**src/rtl/core_ctrl.sv**
```systemverilog
// core_ctrl: sequences weight/activation loads, execution, psum drain and output accumulation for one convolution
// Latency: inst, busy and done are registered, one cycle behind the FSM state that produces them
// Backpressure: the drain phase stalls indefinitely while ofifo_valid is low; start is ignored unless idle

module core_ctrl #(
  parameter int col      = 8,
  parameter int len_kij  = 9,
  parameter int len_nij  = 36,
  parameter int len_onij = 16,
  parameter int iw       = 6,
  parameter int ow       = 4,
  parameter int w_base   = 36
) (
  input  logic        clk,
  input  logic        reset,
  input  logic        start,
  input  logic        ofifo_valid,
  output logic [33:0] inst,
  output logic        busy,
  output logic        done
);

  localparam int AW = 11;
  localparam int KW = 3;  // kernel is square, KW x KW = len_kij

  localparam logic [AW-1:0] ONE_A   = AW'(1);
  localparam logic [AW-1:0] COL_A   = AW'(col);
  localparam logic [AW-1:0] NIJ_A   = AW'(len_nij);
  localparam logic [AW-1:0] NIJ_M1  = AW'(len_nij - 1);
  localparam logic [AW-1:0] KIJ_M1  = AW'(len_kij - 1);
  localparam logic [AW-1:0] KW_M1   = AW'(KW - 1);
  localparam logic [AW-1:0] OW_M1   = AW'(ow - 1);
  localparam logic [AW-1:0] IW_A    = AW'(iw);
  localparam logic [AW-1:0] WB_A    = AW'(w_base);
  localparam logic [AW-1:0] NACC_A  = AW'(len_onij * len_kij);

  typedef struct packed {
    logic          acc;
    logic          cen_pmem;
    logic          wen_pmem;
    logic [AW-1:0] a_pmem;
    logic          cen_xmem;
    logic          wen_xmem;
    logic [AW-1:0] a_xmem;
    logic          ofifo_rd;
    logic          ififo_wr;
    logic          ififo_rd;
    logic          l0_rd;
    logic          l0_wr;
    logic          execute;
    logic          load;
  } inst_t;

  localparam inst_t INST_IDLE = inst_t'(34'h1_800C_0000);

  typedef enum logic [2:0] {
    S_IDLE, S_WLD, S_KLD, S_XLD, S_EXE, S_DRN, S_ACC, S_DONE
  } state_t;

  state_t        state_q, state_d;
  logic [AW-1:0] cnt_q, cnt_d;     // cycle / item count within the current state
  logic [AW-1:0] kij_q, kij_d;     // kernel position of the current pass
  logic [AW-1:0] k_q, k_d;         // accumulation: kernel position
  logic [AW-1:0] ki_q, ki_d;       // accumulation: kernel row
  logic [AW-1:0] kj_q, kj_d;       // accumulation: kernel column
  logic [AW-1:0] orow_q, orow_d;   // accumulation: output row
  logic [AW-1:0] ocol_q, ocol_d;   // accumulation: output column
  inst_t         inst_q, inst_d;
  logic          busy_q, busy_d;
  logic          done_q, done_d;
  logic          clr;

  // Next-state, counter and instruction-word decode for the current state
  always_comb begin
    state_d = state_q;
    cnt_d   = cnt_q;
    kij_d   = kij_q;
    k_d     = k_q;
    ki_d    = ki_q;
    kj_d    = kj_q;
    orow_d  = orow_q;
    ocol_d  = ocol_q;
    inst_d  = INST_IDLE;
    clr     = 1'b0;

    case (state_q)
      S_IDLE: begin
        if (start) begin
          kij_d   = '0;
          clr     = 1'b1;
          state_d = S_WLD;
        end
      end

      S_WLD: begin
        // xmem read data lands one cycle later, so l0 is written one cycle behind the read
        if (cnt_q < COL_A) begin
          inst_d.cen_xmem = 1'b0;
          inst_d.a_xmem   = WB_A + kij_q * COL_A + cnt_q;
        end
        if (cnt_q != '0) inst_d.l0_wr = 1'b1;
        if (cnt_q == COL_A) begin
          clr     = 1'b1;
          state_d = S_KLD;
        end else begin
          cnt_d = cnt_q + ONE_A;
        end
      end

      S_KLD: begin
        if (cnt_q < COL_A) begin
          inst_d.l0_rd = 1'b1;
          inst_d.load  = 1'b1;
        end
        if (cnt_q == COL_A) begin
          clr     = 1'b1;
          state_d = S_XLD;
        end else begin
          cnt_d = cnt_q + ONE_A;
        end
      end

      S_XLD: begin
        if (cnt_q < NIJ_A) begin
          inst_d.cen_xmem = 1'b0;
          inst_d.a_xmem   = cnt_q;
        end
        if (cnt_q != '0) inst_d.l0_wr = 1'b1;
        if (cnt_q == NIJ_A) begin
          clr     = 1'b1;
          state_d = S_EXE;
        end else begin
          cnt_d = cnt_q + ONE_A;
        end
      end

      S_EXE: begin
        inst_d.l0_rd   = 1'b1;
        inst_d.execute = 1'b1;
        if (cnt_q == NIJ_M1) begin
          clr     = 1'b1;
          state_d = S_DRN;
        end else begin
          cnt_d = cnt_q + ONE_A;
        end
      end

      S_DRN: begin
        // One psum row moves from ofifo to pmem per valid cycle; invalid cycles just wait
        if (ofifo_valid) begin
          inst_d.ofifo_rd = 1'b1;
          inst_d.cen_pmem = 1'b0;
          inst_d.wen_pmem = 1'b0;
          inst_d.a_pmem   = kij_q * NIJ_A + cnt_q;
          if (cnt_q == NIJ_M1) begin
            clr = 1'b1;
            if (kij_q == KIJ_M1) begin
              state_d = S_ACC;
            end else begin
              kij_d   = kij_q + ONE_A;
              state_d = S_WLD;
            end
          end else begin
            cnt_d = cnt_q + ONE_A;
          end
        end
      end

      S_ACC: begin
        // Gather the len_kij partial sums of each output pixel; acc follows each read by a cycle
        if (cnt_q < NACC_A) begin
          inst_d.cen_pmem = 1'b0;
          inst_d.a_pmem   = k_q * NIJ_A + (orow_q + ki_q) * IW_A + ocol_q + kj_q;
          if (kj_q == KW_M1) begin
            kj_d = '0;
            ki_d = (ki_q == KW_M1) ? '0 : ki_q + ONE_A;
          end else begin
            kj_d = kj_q + ONE_A;
          end
          if (k_q == KIJ_M1) begin
            k_d = '0;
            if (ocol_q == OW_M1) begin
              ocol_d = '0;
              orow_d = orow_q + ONE_A;
            end else begin
              ocol_d = ocol_q + ONE_A;
            end
          end else begin
            k_d = k_q + ONE_A;
          end
        end
        if (cnt_q != '0) inst_d.acc = 1'b1;
        if (cnt_q == NACC_A) begin
          clr     = 1'b1;
          state_d = S_DONE;
        end else begin
          cnt_d = cnt_q + ONE_A;
        end
      end

      S_DONE: begin
        clr     = 1'b1;
        state_d = S_IDLE;
      end

      default: begin
        clr     = 1'b1;
        state_d = S_IDLE;
      end
    endcase

    if (clr) begin
      cnt_d  = '0;
      k_d    = '0;
      ki_d   = '0;
      kj_d   = '0;
      orow_d = '0;
      ocol_d = '0;
    end

    busy_d = (state_d != S_IDLE) && (state_d != S_DONE);
    done_d = (state_d == S_DONE);
  end

  // State, counters and registered outputs; reset abandons any run in flight
  always_ff @(posedge clk or negedge reset) begin
    if (!reset) begin
      state_q <= S_IDLE;
      cnt_q   <= '0;
      kij_q   <= '0;
      k_q     <= '0;
      ki_q    <= '0;
      kj_q    <= '0;
      orow_q  <= '0;
      ocol_q  <= '0;
      inst_q  <= INST_IDLE;
      busy_q  <= 1'b0;
      done_q  <= 1'b0;
    end else begin
      state_q <= state_d;
      cnt_q   <= cnt_d;
      kij_q   <= kij_d;
      k_q     <= k_d;
      ki_q    <= ki_d;
      kj_q    <= kj_d;
      orow_q  <= orow_d;
      ocol_q  <= ocol_d;
      inst_q  <= inst_d;
      busy_q  <= busy_d;
      done_q  <= done_d;
    end
  end

  assign inst = inst_q;
  assign busy = busy_q;
  assign done = done_q;

endmodule

```
**config.mk**
```make
export PLATFORM = sky130hd
export DESIGN_NAME = core_ctrl
export DESIGN_NICKNAME = d
export VERILOG_FILES = /design/src/rtl/core_ctrl.sv
export SDC_FILE = /design/constraint.sdc
export NUM_CORES = 1
export LEC_CHECK = 0
export CAP_MARGIN = 20
export CORE_ASPECT_RATIO = 1.4
export CORE_UTILIZATION = 35
export CTS_CLUSTER_DIAMETER = 30
export CTS_CLUSTER_SIZE = 12
export DETAILED_ROUTE_END_ITERATION = 8
export PLACE_DENSITY_LB_ADDON = 0.25
export SLEW_MARGIN = 10
export SYNTH_ARGS = -nofsm -noshare
export SYNTH_HDL_FRONTEND = slang
export SYNTH_SLANG_ARGS = --single-unit
```
**constraint.sdc**
```tcl
create_clock -name clk -period 12.9 [get_ports clk]
set_input_delay 1.935 -clock clk [delete_from_list [all_inputs] [get_ports clk]]
set_output_delay 1.935 -clock clk [all_outputs]
set_load 0.005 [all_outputs]
```
==> impl_summary.txt <==
----------------------------------------------------
[Timing]
  Clock Skew ... 0.0113 ns
  Worst slew slack as a fraction of its limit ... 38.7%
  Final setup violation count ... 0
  Hold Vio Cnt, Final ... 0
  Count of final max-slew check failures ... 0
  Share of the cycle needed by the critical path after routing ... 42.6%
  Least-Margin Pin Slew ... 0.920 ns
  Highest attainable clock frequency ... 0.182 GHz
  Setup repair after global routing missed its margin ... no
  Fin Setup TNS ... 0 ns
  Shortest clock period the worst path allows after layout ... 5.50 ns
  Hold Slack ... 0.551 ns

[Yosys]
  YS warnings ... 0
  Cell variety after synth ... 77
  Cell area after synthesis ... 8200 um2
  Cell type with the largest total area after synthesis ... dfrtp_1
  Mean instance size in the synthesized netlist ... 9.38 um2
  Synthesized instance count ... 874
  Number of storage elements in the synthesis netlist ... 112
  Async set-or-reset flop fraction in the synthesized netlist ... 100%
  Most instantiated flip-flop cell in the synthesis netlist ... dfrtp_1
  Synth top area cells ... dfrtp_1 33%, ha_1 12%, xnor2_1 6.1%
  Post-synth EDFFs ... 0
  Post-synth top area share ... 33.3%
  Proportion of synthesized chip area in sequential cells ... 34.2%

[Power]
  Sw Share ... 23.5%
  Share of total power in sequential cells ... 54.4%
  Leakage power figure ... 0.00427 uW
  VDD IR max ... 57.2 uV
  Internal cell power ... 493 uW
  Power share of the clock group ... 44.3%
  Total net switching power ... 152 uW
  Overall Power ... 645 uW
  Combinational share of power ... 1.3%
  PD cells ... 70.7 nW/um2

[Detailed routing]
  DRT antenna net count ... 0
  Routed wire per std cell ... 15.6 um
  DRC Markers ... 0
  Starting DRC count in detailed routing ... 216
  Total length of routed wires ... 18.8 mm
  Drt first pass iters ... 4
  Mean number of vias per cell ... 5.09
  Number of vias after detailed routing ... 6132

[Floorplan]
  Die Span X ... 131 um
  Die span in y ... 183 um
  Number of rows created at floorplan ... 65
  Initial cell density of the core ... 36.0%
  Area inside the core boundary ... 22800 um2
  Top-level I/O count ... 40
  Floorplan die area ... 24000 um2

[Critical path]
  Endpoint kind of the worst setup timing path ... register
  Startpoint type of the worst setup path ... register
  CP max FO ... 7
  Data required, critical path ... 13.10 ns
  Cell repeated most along the worst path ... ha_1
  Worst r2r src ... ki_q[0]$_DFFE_PN0P_
  Crit path max-delay cell type ... fa_1
  CP Class ... register to register
  Arrival time of data at the critical path endpoint ... 5.70 ns
  Endpoint of the most critical register-to-register path ... inst[30]$_DFF_PN0_
  Family of cells with the greatest summed delay on the critical path ... adder cells
  Slowest cell delay on critical path ... 0.48 ns
  Cell chain of the critical path ... ha_1, fa_1, a21oi_1, o21a_1, xnor2_1, ha_1, inv_1, o21ai_0, o21a_1, mux2_2, a221o_1, a21oi_1, xor2_1, fa_1, inv_1, ha_1, o41ai_1, xnor3_1, xor3_1, xor2_1, o22ai_1
  Number of cells traversed by the worst register-to-register path ... 21
  Reg2reg setup slack ... 7.40 ns
  Number of buffer and inverter stages on the critical path ... 2
  Critical Path Start ... ki_q[0]$_DFFE_PN0P_

[CTS]
  Maximum number of buffers from clock root to sink ... 2
  Clock insertion delay at the later pin of the skew report ... 0.37 ns
  Number of setup buffers added after CTS ... 0
  Post-CTS sizing ... 0
  Hold buffers post-CTS ... 0
  CTS tree ... built
  Clock transition at the registers of the reported paths ... 0.08 ns
  Total clock buffers created by CTS ... 9
  Number of levels in the clock H-tree ... 3
  CTS root buffer ... clkbuf_16
  Clock sink total ... 112

[Global routing]
  Via count of the first global-routing pass ... 6199
  Total Routing Usage GR ... 16.7%
  Total grt overflow ... 0
  First-pass GRT wire length ... 31.6 mm
  Initial antenna violation count ... 0
  Maximum number of pins on one net before global-route repair ... 74

[Finish]
  Diodes inserted ... 0
  Fraction of the core area covered by cells at the end of the flow ... 40.1%
  Most common cell after layout, fill and taps aside ... dfrtp_1
  Design Area, Final ... 9120 um2
  Filler cell count in the final layout ... 2328
  Most used cells in the layout excluding fill and tap cells ... 109 x dfrtp_1, 88 x nor2_1, 79 x inv_1
  Synth-to-Final Area Change ... 11.3%
  Net count of the finished layout ... 1004
  Share of layout cells above drive strength 1 ... 5.20%

[Worst hold path]
  Number of stages on the worst hold path ... 2
  Start point of the worst min-delay path ... ki_q[10]$_DFFE_PN0P_
  Endpoint of the worst hold-timing path ... ki_q[10]$_DFFE_PN0P_
  Hold Path Class ... register to register

[Run]
  Max-capacitance violation count ... 0

[Outcome]
  Run status ... finished, final reports clean

[Placement]
  Port Buffers ... 36
  Placement-stage cell area ... 8820 um2
  Half-perimeter wire length of the detailed placement result ... 14.5 mm
  Gpl congestion ... 0.825

----------------------------------------------------
## layer usage
metal | track usage, % | routed length, um
met2 | 32.6 | 10200
met1 | 18.6 | 7740
met3 | 1.52 | 250
met5 | 0 | 0
met4 | 6.28 | 517
## synth_stat cells (15+ instances only)
master	instances
a21oi_1	49
inv_1	79
xnor2_1	57
nand2_1	43
nand3_1	21
nand4_1	27
xor2_1	36
dfrtp_1	109
ha_1	78
and3_1	15
nor2_1	88
nor3_1	15
o21ai_0	42
fa_1	24
## state kept, by name (all words and copies together), names as in the netlist
register	cells
orow_q	10
kj_q	11
ki_q	11
ocol_q	11
busy	1
state_q	3
cnt_q	11
kij_q	11
done	1
inst	31
k_q	11
## tightest hold or removal path, cell delays in order (launching register included)
cell	delay (ns)
dfrtp_1	0.40
nand2_1	0.06
o21ai_0	0.06
## power by group through the flow
| stage | clock network (uW) | logic, uW | registers, uW |
|---|---|---|---|
| 3_3_place_gp | 0 | 9.44 | 358 |
| 6_report | 286 | 8.56 | 351 |
| 4_1_cts | 297 | 9.36 | 351 |
| 2_1_floorplan | 0 | 0.999 | 358 |
| 3_5_place_dp | 0 | 9.32 | 358 |
| 5_1_grt | 307 | 10.4 | 351 |
## cells by family after synthesis
| logic type | Yosys count | share of synthesized area, % |
|---|---|---|
| simple gates | 284 | 18.1 |
| mux | 4 | 0.504 |
| other cells | 2 | 0.0916 |
| flops | 112 | 34.2 |
| buf+inv | 107 | 5.28 |
| compound gates | 168 | 13.5 |
| xor+xnor | 95 | 10.5 |
| fa+ha+maj | 102 | 17.8 |
## worst max path at each step
stage / end / cells after the start
detailed placement: inst[30]$_DFF_PN0_ / 21
finish: inst[30]$_DFF_PN0_ / 21
CTS: inst[30]$_DFF_PN0_ / 21
global placement: inst[30]$_DFF_PN0_ / 21
floorplan: inst[30]$_DFF_PN0_ / 21
global route: inst[30]$_DFF_PN0_ / 21
## layout make-up
| cell class | instances | area (um2) | area share [%] |
|---|---|---|---|
| flip-flops and latches | 112 | 2810 | 30.8 |
| well taps | 301 | 377 | 4.13 |
| multi-input cells | 656 | 4960 | 54.4 |
| clock buffers | 10 | 239 | 2.62 |
| inverters | 80 | 300 | 3.29 |
| clock inverters | 6 | 60.1 | 0.658 |
| repair buffers | 39 | 380 | 4.17 |
## per-stage QoR
step | setup slack, ns | cells
floorplan | 7.84 | 875
CTS | 7.40 | 1204
finish | 7.40 | 1204
detailed placement | 7.42 | 1188
global route | 7.05 | 1204
global placement | 7.49 | 1188
No activity file was read; power rests on OpenSTA's default activity.
